===== src/rtl/hazard_stall_ctrl.sv =====
// Pipeline hazard/stall scheduler: load-use, taken-branch flush, MUL/DIV occupancy, debug halt.
// Optional perf counters are enabled by defining HAZARD_PERF_CNT_EN.
module hazard_stall_ctrl #(
  parameter int unsigned MDU_LAT = 4,
  parameter int unsigned CNT_W   = 16
) (
  input  logic             clk,
  input  logic             rst,
  input  logic             id_valid,
  input  logic [4:0]       id_rs,
  input  logic [4:0]       id_rt,
  input  logic             id_uses_rt,
  input  logic             id_mdu_start,
  input  logic             ex_memread,
  input  logic [4:0]       ex_rt,
  input  logic             ex_branch_taken,
  input  logic             halt_req,
  output logic             halt_ack,
  output logic             pc_we,
  output logic             if_id_en,
  output logic             if_id_flush,
  output logic             id_ex_flush,
  output logic             mdu_busy,
  output logic [CNT_W-1:0] stall_cycles,
  output logic [CNT_W-1:0] flush_count
);

  if (MDU_LAT < 2 || MDU_LAT > 15) begin : g_bad_lat
    $error("hazard_stall_ctrl: MDU_LAT must be within 2..15");
  end

  typedef enum logic [1:0] {
    StRun     = 2'd0,
    StMduWait = 2'd1,
    StHalt    = 2'd2
  } state_e;

  state_e     state_q, state_d;
  logic [3:0] cnt_q, cnt_d;
  logic       halt_ack_q;
  logic       load_use;

  assign load_use = ex_memread && (ex_rt != 5'd0) && id_valid &&
                    ((ex_rt == id_rs) || (id_uses_rt && (ex_rt == id_rt)));

  always_comb begin
    state_d     = state_q;
    cnt_d       = cnt_q;
    pc_we       = 1'b1;
    if_id_en    = 1'b1;
    if_id_flush = 1'b0;
    id_ex_flush = 1'b0;
    mdu_busy    = 1'b0;
    case (state_q)
      StRun: begin
        if (ex_branch_taken) begin
          // Squashes the ID instruction, so halt/MDU requests wait a cycle.
          if_id_flush = 1'b1;
          id_ex_flush = 1'b1;
        end else if (halt_req) begin
          pc_we       = 1'b0;
          if_id_en    = 1'b0;
          id_ex_flush = 1'b1;
          state_d     = StHalt;
        end else if (load_use) begin
          pc_we       = 1'b0;
          if_id_en    = 1'b0;
          id_ex_flush = 1'b1;
        end else if (id_valid && id_mdu_start) begin
          state_d = StMduWait;
          cnt_d   = 4'(MDU_LAT - 1);
        end
      end
      StMduWait: begin
        pc_we       = 1'b0;
        if_id_en    = 1'b0;
        id_ex_flush = 1'b1;
        mdu_busy    = 1'b1;
        cnt_d       = cnt_q - 4'd1;
        if (cnt_q == 4'd1) begin
          state_d = halt_req ? StHalt : StRun;
        end
      end
      StHalt: begin
        pc_we       = 1'b0;
        if_id_en    = 1'b0;
        id_ex_flush = 1'b1;
        if (!halt_req) begin
          state_d = StRun;
        end
      end
      default: state_d = StRun;
    endcase
    if (rst) begin
      pc_we       = 1'b0;
      if_id_en    = 1'b0;
      if_id_flush = 1'b0;
      id_ex_flush = 1'b0;
      mdu_busy    = 1'b0;
    end
  end

  always_ff @(posedge clk or posedge rst) begin
    if (rst) begin
      state_q    <= StRun;
      cnt_q      <= 4'd0;
      halt_ack_q <= 1'b0;
    end else begin
      state_q    <= state_d;
      cnt_q      <= cnt_d;
      halt_ack_q <= (state_d == StHalt);
    end
  end

  assign halt_ack = halt_ack_q;

`ifdef HAZARD_PERF_CNT_EN
  logic [CNT_W-1:0] stall_q, flush_q;
  logic             flush_acc;

  assign flush_acc = (state_q == StRun) && ex_branch_taken;

  always_ff @(posedge clk or posedge rst) begin
    if (rst) begin
      stall_q <= '0;
      flush_q <= '0;
    end else begin
      if (!pc_we && (stall_q != '1)) stall_q <= stall_q + 1'b1;
      if (flush_acc && (flush_q != '1)) flush_q <= flush_q + 1'b1;
    end
  end

  assign stall_cycles = stall_q;
  assign flush_count  = flush_q;
`else
  assign stall_cycles = '0;
  assign flush_count  = '0;
`endif

  // EX holds the MDU op or a bubble, so a taken branch here is a pipeline bug.
  a_no_branch_in_mdu: assert property (@(posedge clk) disable iff (rst)
    !((state_q == StMduWait) && ex_branch_taken));

endmodule


===== config.mk =====
export PLATFORM = sky130hd
export DESIGN_NAME = hazard_stall_ctrl
export DESIGN_NICKNAME = d
export VERILOG_FILES = /design/src/rtl/hazard_stall_ctrl.sv
export SDC_FILE = /design/constraint.sdc
export NUM_CORES = 1
export LEC_CHECK = 0
export CELL_PAD_IN_SITES_DETAIL_PLACEMENT = 1
export CELL_PAD_IN_SITES_GLOBAL_PLACEMENT = 1
export CORE_UTILIZATION = 26
export CTS_CLUSTER_DIAMETER = 80
export DETAILED_ROUTE_END_ITERATION = 12
export PLACE_DENSITY = 0.85
export SYNTH_ARGS = -nofsm -noshare
export SYNTH_HDL_FRONTEND = slang
export SYNTH_SLANG_ARGS = --single-unit

===== constraint.sdc =====
create_clock -name clk -period 2.3 [get_ports clk]
set_input_delay 0.575 -clock clk [delete_from_list [all_inputs] [get_ports clk]]
set_output_delay 0.575 -clock clk [all_outputs]
set_load 0.02 [all_outputs]

==> flow_summary.toml, run 1 <==
[yosys]
synth_area_mm2 = 0.00103
ys_warn_count = 0
synth_flop_cell = "dfrtp_1"
yosys.area.top_type = "buf_4"
seq_area_frac_synth_pct = 16.9
synth_top_cell_area_share_pct = 24.0
synth.distinct_cells = 38
synth_edf_count = 0
avgSynthCellArea_um2 = 7.77
synth.most_common_cell = "buf_4"
synthCells = 133
yosys_register_bits = 7
synth_commonest_cells = "buf_4 (33), nor2_1 (11), xnor2_1 (10)"
synth_area_leaders = "buf_4 (24%), dfrtp_1 (17%), xnor2_1 (8.5%), ha_1 (7.3%), nor2_1 (4.0%)"
synth-async-reset-ratio_pct = 100

[cts]
clockBufferDepth = 2
cts_hold_buf = 0
clk-insertion-delay-late_ps = 230
cts_root_buf = "clkbuf_8"
htree_levels = 1
cts_made_buffers = 3
tritoncts = "yes"
clock-sinks = 7
clkTransAtPathRegs_ps = 40

[floorplan]
start_util_pct = 27.6
die_h_um = 65.0
fp-row-count = 22
core_mm2 = 0.00374
pin_count = 61
die_w_um = 65.0
die_area_mm2 = 0.00423

[worst_setup_path]
critPathMaxFanout = 3
r2r_slack_ps = 470
start_kind = "input pin"
path_class = "input pin to primary output"
worstPathArrival_ps = 1890
worstSetupEndpointType = "primary output"
critPathRequiredTime_ps = 1730

[final_layout]
multi_input_area_um2 = 828
fillers = 472
drive_gt1_share_pct = 39.6
finalNetCount = 222
syn_to_final_growth_pct = 56.5
seq_area_um2 = 175
diodes = 0

[run]
maxCapViolCount = 0

[run_status]
violations = "setup timing"
status = "complete, but fails checks"

[sta]
setup_violations = 3
skew_ps = 2.36
drv_slew = 0
hold_viol = 0
worst_slack_ps = -167
period_needed_ps = 2470
rsz0062_at_grt = "true"
max_freq_mhz = 405
min_period_over_period_pct = 107

[pwr]
power_density_mw_per_mm2 = 661
power.total_mw = 1.07
ir_drop_mv = 0.202
p_leak_nw = 0.751

[route]
wl_per_cell_um = 13.3
routed_wl_um = 3190
drtIter0Drc = 15
vias = 1048
drc = 0
drt_first_pass_iters = 4
ant_nets = 0
vias_per_cell = 4.37

[grt]
grt_first_pass_wirelength_um = 5130
antenna_found_initial = 0
grtUsageTotal_pct = 15.9
grt-ovfl-total = 0
grt_pass1_vias = 1061
grt_max_degree = 11

[placed_design]
gp_congestion = 0.863
dpl.hpwl_um = 2310
dp_slack_ps = -1010
numPortBuffers = 28

[worst_hold_path]
hold_class = "register to register"
per-stage QoR:
step	setup TNS [ps]	hold WS, ps	utilization, %	cells	instance area, um2
2_1_floorplan	-164	378	-	164	1180
3_3_place_gp	-4010	552	37.9	226	1420
3_5_place_dp	-4230	554	37.9	226	1420
4_1_cts	-573	563	41.1	239	1540
5_1_grt	-592	584	43.2	240	1620
6_report	-446	570	43.2	240	1620
layout by cell type (no fill, tap or decap), drive strengths merged, types with 4 or more instances in the layout:
master         Yosys  final
nand2              8      8
dfrtp              7      7
clkdlybuf4s50      0      6
inv               10     10
clkbuf             1      4
xnor2             10     10
o21ai              6      6
conb               1     32
buf               33     48
nor3               5      5
ha                 6      6
a21oi              4      4
nand3              4      4
nor2              11     11
per-layer routing:
layer	wire [um]	up-vias	global-route usage, %	share of wire [%]
met5	0	-	0	0
met4	0	0	2.45	0
met3	127	0	3.17	4.0
met2	1690	34	29.0	53
met1	1380	494	19.2	43
li1	-	520	-	-
registers in the layout, indices dropped and copies added (netlist names):
name / cells
cnt_q: 4
state_q: 2
halt_ack: 1
power breakdown:
| group | leakage [nW] | internal [mW] | total (mW) | switching, mW |
|---|---|---|---|---|
| Combinational | 0.644 | 0.304 | 0.691 | 0.386 |
| Sequential | 0.0847 | 0.164 | 0.207 | 0.0426 |
| Clock | 0.0228 | 0.120 | 0.172 | 0.0520 |
| Total | 0.751 | 0.588 | 1.07 | 0.481 |
repair_timing:
item	4_1_cts	5_1_grt
buffers inserted	9	1
pin swaps	21	8
setup endpoints to repair	5	4
resized for setup	100	15
endpoints found under the hold margin	0	0
kinds of logic (layout without fill, tap and decap cells):
group | after synthesis | count (layout) | share of synthesized area (%)
other | 1 | 32 | 0.363
XOR/XNOR | 10 | 10 | 8.47
AO/OA/AOI/OAI | 27 | 27 | 20.6
AND/OR/NAND/NOR | 38 | 38 | 18.4
flip-flops | 7 | 7 | 16.9
buffers and inverters | 44 | 72 | 28.0
adder cells (fa/ha/maj) | 6 | 6 | 7.26
cell type report:
| class | count | share of cell area, % |
|---|---|---|
| multi-input combinational | 113 | 51.2 |
| timing repair buffer | 58 | 29.2 |
| sequential | 7 | 10.8 |
| tap | 48 | 3.71 |
| clock buffer | 4 | 2.78 |
| inverter | 10 | 2.32 |
worst paths after layout:
check	start	end	cells past startpoint
setup / recovery	ex_rt[4]	pc_we	6
hold / removal	cnt_q[1]	cnt_q[1]	1
setup reg to reg	cnt_q[1]	halt_ack	7
hold reg to reg	cnt_q[1]	cnt_q[1]	1
max in group asynchronous	rst	state_q[1]	3
min in group asynchronous	rst	cnt_q[1]	3
critical path, cell delays in order:
cell and delay (ps):
buf_8 100, or4_4 560, o21ai_4 180, nor2_4 70, a211oi_4 240, buf_6 160
No activity file was read; power rests on OpenSTA's default activity.
==> inputs of run 2 (changes only) <==
==> constraint.sdc (replaced) <==
create_clock -name clk -period 2.3 [get_ports clk]
set_input_delay 0.23 -clock clk [delete_from_list [all_inputs] [get_ports clk]]
set_output_delay 0.23 -clock clk [all_outputs]
set_load 0.02 [all_outputs]
==> run 2 against run 1 <==
The run now ends clean. Total power decreased by 14%. Utilization decreased by 6.8 points. Clock skew fell by 1.4 ps. Count of clock-buffer cells in the layout unchanged. Hold slack got worse by 160 ps. Wire length down 19%. Final cell count down 7.9%.
==> flow_summary.toml, run 2 (synthesized netlist as in run 1, its figures left out) <==
[sta]
setup_violations = 0
skew_ps = 1.01
hold_ws_ps = 413
rsz0062_at_grt = "false"
max_freq_mhz = 453
period_needed_ps = 2210
setup_tns_ps = 0
min_period_over_period_pct = 96.0
hold_viol = 0
drv_slew = 0

[route]
drc = 0
ant_nets = 0
drtIter0Drc = 11
vias_per_cell = 4.49
wl_per_cell_um = 11.7
routed_wl_um = 2590
drt_first_pass_iters = 4
vias = 993

[floorplan]
die_w_um = 65.0
start_util_pct = 27.6
die_h_um = 65.0
die_area_mm2 = 0.00423
core_mm2 = 0.00374
pin_count = 61
fp-row-count = 22

[cts]
cts_made_buffers = 3
cts_setup_buffers = 0
cts_root_buf = "clkbuf_8"
tritoncts = "yes"
clk-insertion-delay-late_ps = 230
clock-sinks = 7
htree_levels = 1
clkTransAtPathRegs_ps = 40
clockBufferDepth = 2

[worst_setup_path]
worstPathArrival_ps = 1980
worstSetupEndpointType = "primary output"
worstRegToRegCells = 6
start_kind = "input pin"
critPathRequiredTime_ps = 2070
path_class = "input pin to primary output"
critPathMaxFanout = 3

[pwr]
ir_drop_mv = 0.201
p_leak_nw = 0.603
power_density_mw_per_mm2 = 674

[final_layout]
fillers = 494
top_register = "cnt_q"
final_common_cell = "conb_1"
syn_to_final_growth_pct = 32.1
diodes = 0
layout_common_cells = "conb_1 (32), clkdlybuf4s50_1 (24), nor2_1 (11), buf_4 (11), xnor2_1 (10)"
largest_reg_flops = 4
finalNetCount = 203
drive_gt1_share_pct = 15.6
multi_input_area_um2 = 697
seq_area_um2 = 175

[grt]
grt_pass1_vias = 1004
grt-ovfl-total = 0
grt_max_degree = 11
grt_first_pass_wirelength_um = 4270
antenna_found_initial = 0
grtUsageTotal_pct = 13.0

[run]
maxCapViolCount = 0

[placed_design]
numPortBuffers = 28
dpl.hpwl_um = 2220
gp_congestion = 0.848

[run_status]
status = "complete, no violations"

[worst_hold_path]
hold_class = "input pin to asynchronous set/reset pin"
[run 2: report_power, final]
part | switching (mW) | internal, mW | total [mW] | leakage, nW
registers | 0.0412 | 0.164 | 0.205 | 0.0847
logic | 0.325 | 0.217 | 0.542 | 0.496
clock network | 0.0534 | 0.120 | 0.173 | 0.0228
total | 0.419 | 0.501 | 0.920 | 0.603
[run 2: routing by layer]
layer	vias to the layer above	share of wire, %	global-route usage (%)
li1	476	-	-
met1	481	41	13.8
met2	36	53	25.4
met3	0	5.9	4.40
met4	0	0	0.815
met5	-	0	0
[run 2: critical path, cell delays in order]
cell	delay, ps
clkdlybuf4s50_1	480
or4_4	550
buf_4	150
o21a_4	190
nand3_1	120
a2111oi_2	80
buf_2	170
[run 2: layout make-up]
type	count	share of cell area [%]
timing repair buffer	39	25.7
tap	48	4.40
multi-input combinational	113	51.1
clock buffer	4	3.30
inverter	10	2.75
sequential	7	12.8
[run 2: repair_timing]
action | in CTS | in global routing
setup endpoints to repair | 3 | 4
gates resized for setup | 15 | 3
hold buffers | 0 | 0
[run 2: per-stage QoR]
| step | cell area, um2 | util (%) | worst slack, ps | total power, mW | std cells |
|---|---|---|---|---|---|
| floorplan | 1150 | - | 15.3 | 0.585 | 164 |
| global placement | 1320 | 35.3 | -378 | 0.741 | 217 |
| detailed placement | 1320 | 35.3 | -408 | 0.755 | 217 |
| CTS | 1350 | 36.1 | 37.2 | 0.916 | 221 |
| global route | 1370 | 36.5 | 4.38 | 0.995 | 221 |
| finish | 1370 | 36.5 | 91.8 | 0.920 | 221 |
[run 2: worst paths after layout]
path                          endpoint  slack [ps]        from
setup / recovery           id_ex_flush          90    ex_rt[2]
hold / removal                cnt_q[1]         410         rst
max in group asynchronous   state_q[0]        1660         rst
hold reg to reg               cnt_q[1]         560    cnt_q[1]
min in group clk              cnt_q[1]         560    cnt_q[1]
setup reg to reg            state_q[1]         510  state_q[0]
==> inputs of run 3 (changes only) <==
==> constraint.sdc (replaced) <==
create_clock -name clk -period 2.4 [get_ports clk]
set_input_delay 0.24 -clock clk [delete_from_list [all_inputs] [get_ports clk]]
set_output_delay 0.24 -clock clk [all_outputs]
set_load 0.02 [all_outputs]
==> run 3 against run 2 <==
Design area is 2.4% lower. Largest power group unchanged. Register-to-register slack better by 80 ps. Sequential share of layout area is 0.31 points higher.
==> flow_summary.toml, run 3 (synthesized netlist as in run 1, its figures left out) <==
[cts]
cts_root_buf = "clkbuf_8"
clockBufferDepth = 2
clkTransAtPathRegs_ps = 50
cts_hold_buf = 0
cts_made_buffers = 3
ctsResizeCount = 3
cts_setup_buffers = 0
tritoncts = "yes"
clk-insertion-delay-late_ps = 240
htree_levels = 1
clock-sinks = 7

[final_layout]
stdcell_area_mm2 = 0.00133
drive_gt1_share_pct = 12.9
largest_reg_flops = 4
layout_common_cells = "conb_1 (32), clkdlybuf4s50_1 (24), nor2_1 (11)"
syn_to_final_growth_pct = 28.9
diodes = 0
final_common_cell = "conb_1"
top_register = "cnt_q"
fillers = 505
finalNetCount = 200

[floorplan]
core_mm2 = 0.00374
die_w_um = 65.0
start_util_pct = 27.6
die_area_mm2 = 0.00423
die_h_um = 65.0
fp-row-count = 22
pin_count = 61

[sta]
setup_violations = 0
setup_tns_ps = 0
max_freq_mhz = 441
min_period_over_period_pct = 94.4
period_needed_ps = 2270
hold_viol = 0
rsz0062_at_grt = "false"
drv_slew = 0
skew_ps = 7.05

[run]
maxCapViolCount = 0

[grt]
grt_pass1_vias = 935
grtUsageTotal_pct = 13.1
grt_max_degree = 11
grt-ovfl-total = 0
antenna_found_initial = 0
grt_first_pass_wirelength_um = 4240

[worst_setup_path]
critPathMaxFanout = 4
worstSetupEndpointType = "primary output"
worstPathArrival_ps = 2030
path_class = "input pin to primary output"
critPathRequiredTime_ps = 2160
start_kind = "input pin"

[route]
drc = 0
vias = 956
wl_per_cell_um = 11.5
drt_first_pass_iters = 4
drtIter0Drc = 23
ant_nets = 0
routed_wl_um = 2510
vias_per_cell = 4.39

[pwr]
ir_drop_mv = 0.268
p_leak_nw = 0.585
power_density_mw_per_mm2 = 656
power.total_uw = 874

[placed_design]
dpl.hpwl_um = 2140
gp_congestion = 0.829
dpl_cell_area_mm2 = 0.00130
numPortBuffers = 28

[run_status]
status = "complete, no violations"

[worst_hold_path]
hold_class = "input pin to asynchronous set/reset pin"
-- run 3: per-layer routing --
| layer | GRT usage (%) | vias to the layer above | routed length, um |
|---|---|---|---|
| met2 | 22.4 | 38 | 1230 |
| met3 | 4.05 | 3 | 169 |
| met5 | 0 | - | 0 |
| met1 | 15.6 | 441 | 1090 |
| li1 | - | 474 | - |
| met4 | 3.80 | 0 | 23 |
-- run 3: final timing paths --
check	start	to	slack [ps]	cells after the start
setup / recovery	ex_rt[1]	if_id_en	130	6
hold / removal	rst	cnt_q[0]	400	2
setup reg to reg	cnt_q[1]	halt_ack	590	7
hold reg to reg	cnt_q[1]	cnt_q[1]	560	1
max in group asynchronous	rst	cnt_q[3]	1750	2
min in group clk	cnt_q[1]	cnt_q[1]	560	1
-- run 3: critical path, stage by stage --
cell and delay [ps]:
clkdlybuf4s50_1 460, or4_4 560, o21ai_2 170, nor2_1 100, a211oi_1 270, clkbuf_2 230
-- run 3: cell type report --
| cell class | instances | area (um2) | area share (%) |
|---|---|---|---|
| multi-input combinational | 113 | 687 | 51.5 |
| clock buffer | 4 | 45.0 | 3.38 |
| inverter | 10 | 37.5 | 2.82 |
| timing repair buffer | 36 | 328 | 24.6 |
| tap | 48 | 60.1 | 4.51 |
| sequential | 7 | 175 | 13.1 |
-- run 3: through the flow --
| step | setup WS [ps] | hold slack [ps] | utilization [%] | instances |
|---|---|---|---|---|
| after detailed placement | -342 | 549 | 34.7 | 214 |
| after global routing | 19.0 | 447 | 35.6 | 218 |
| after global placement | -310 | 541 | 34.7 | 214 |
| after floorplan | 17.9 | 43.4 | - | 164 |
| after CTS | -9.52 | 384 | 35.8 | 218 |
| final | 133 | 395 | 35.6 | 218 |
-- run 3: power breakdown --
part	total, mW	leakage [nW]	internal [mW]	switching [mW]
Clock	0.178	0.0228	0.116	0.0617
Sequential	0.199	0.0847	0.157	0.0415
Combinational	0.497	0.478	0.197	0.301
Total	0.874	0.585	0.470	0.404
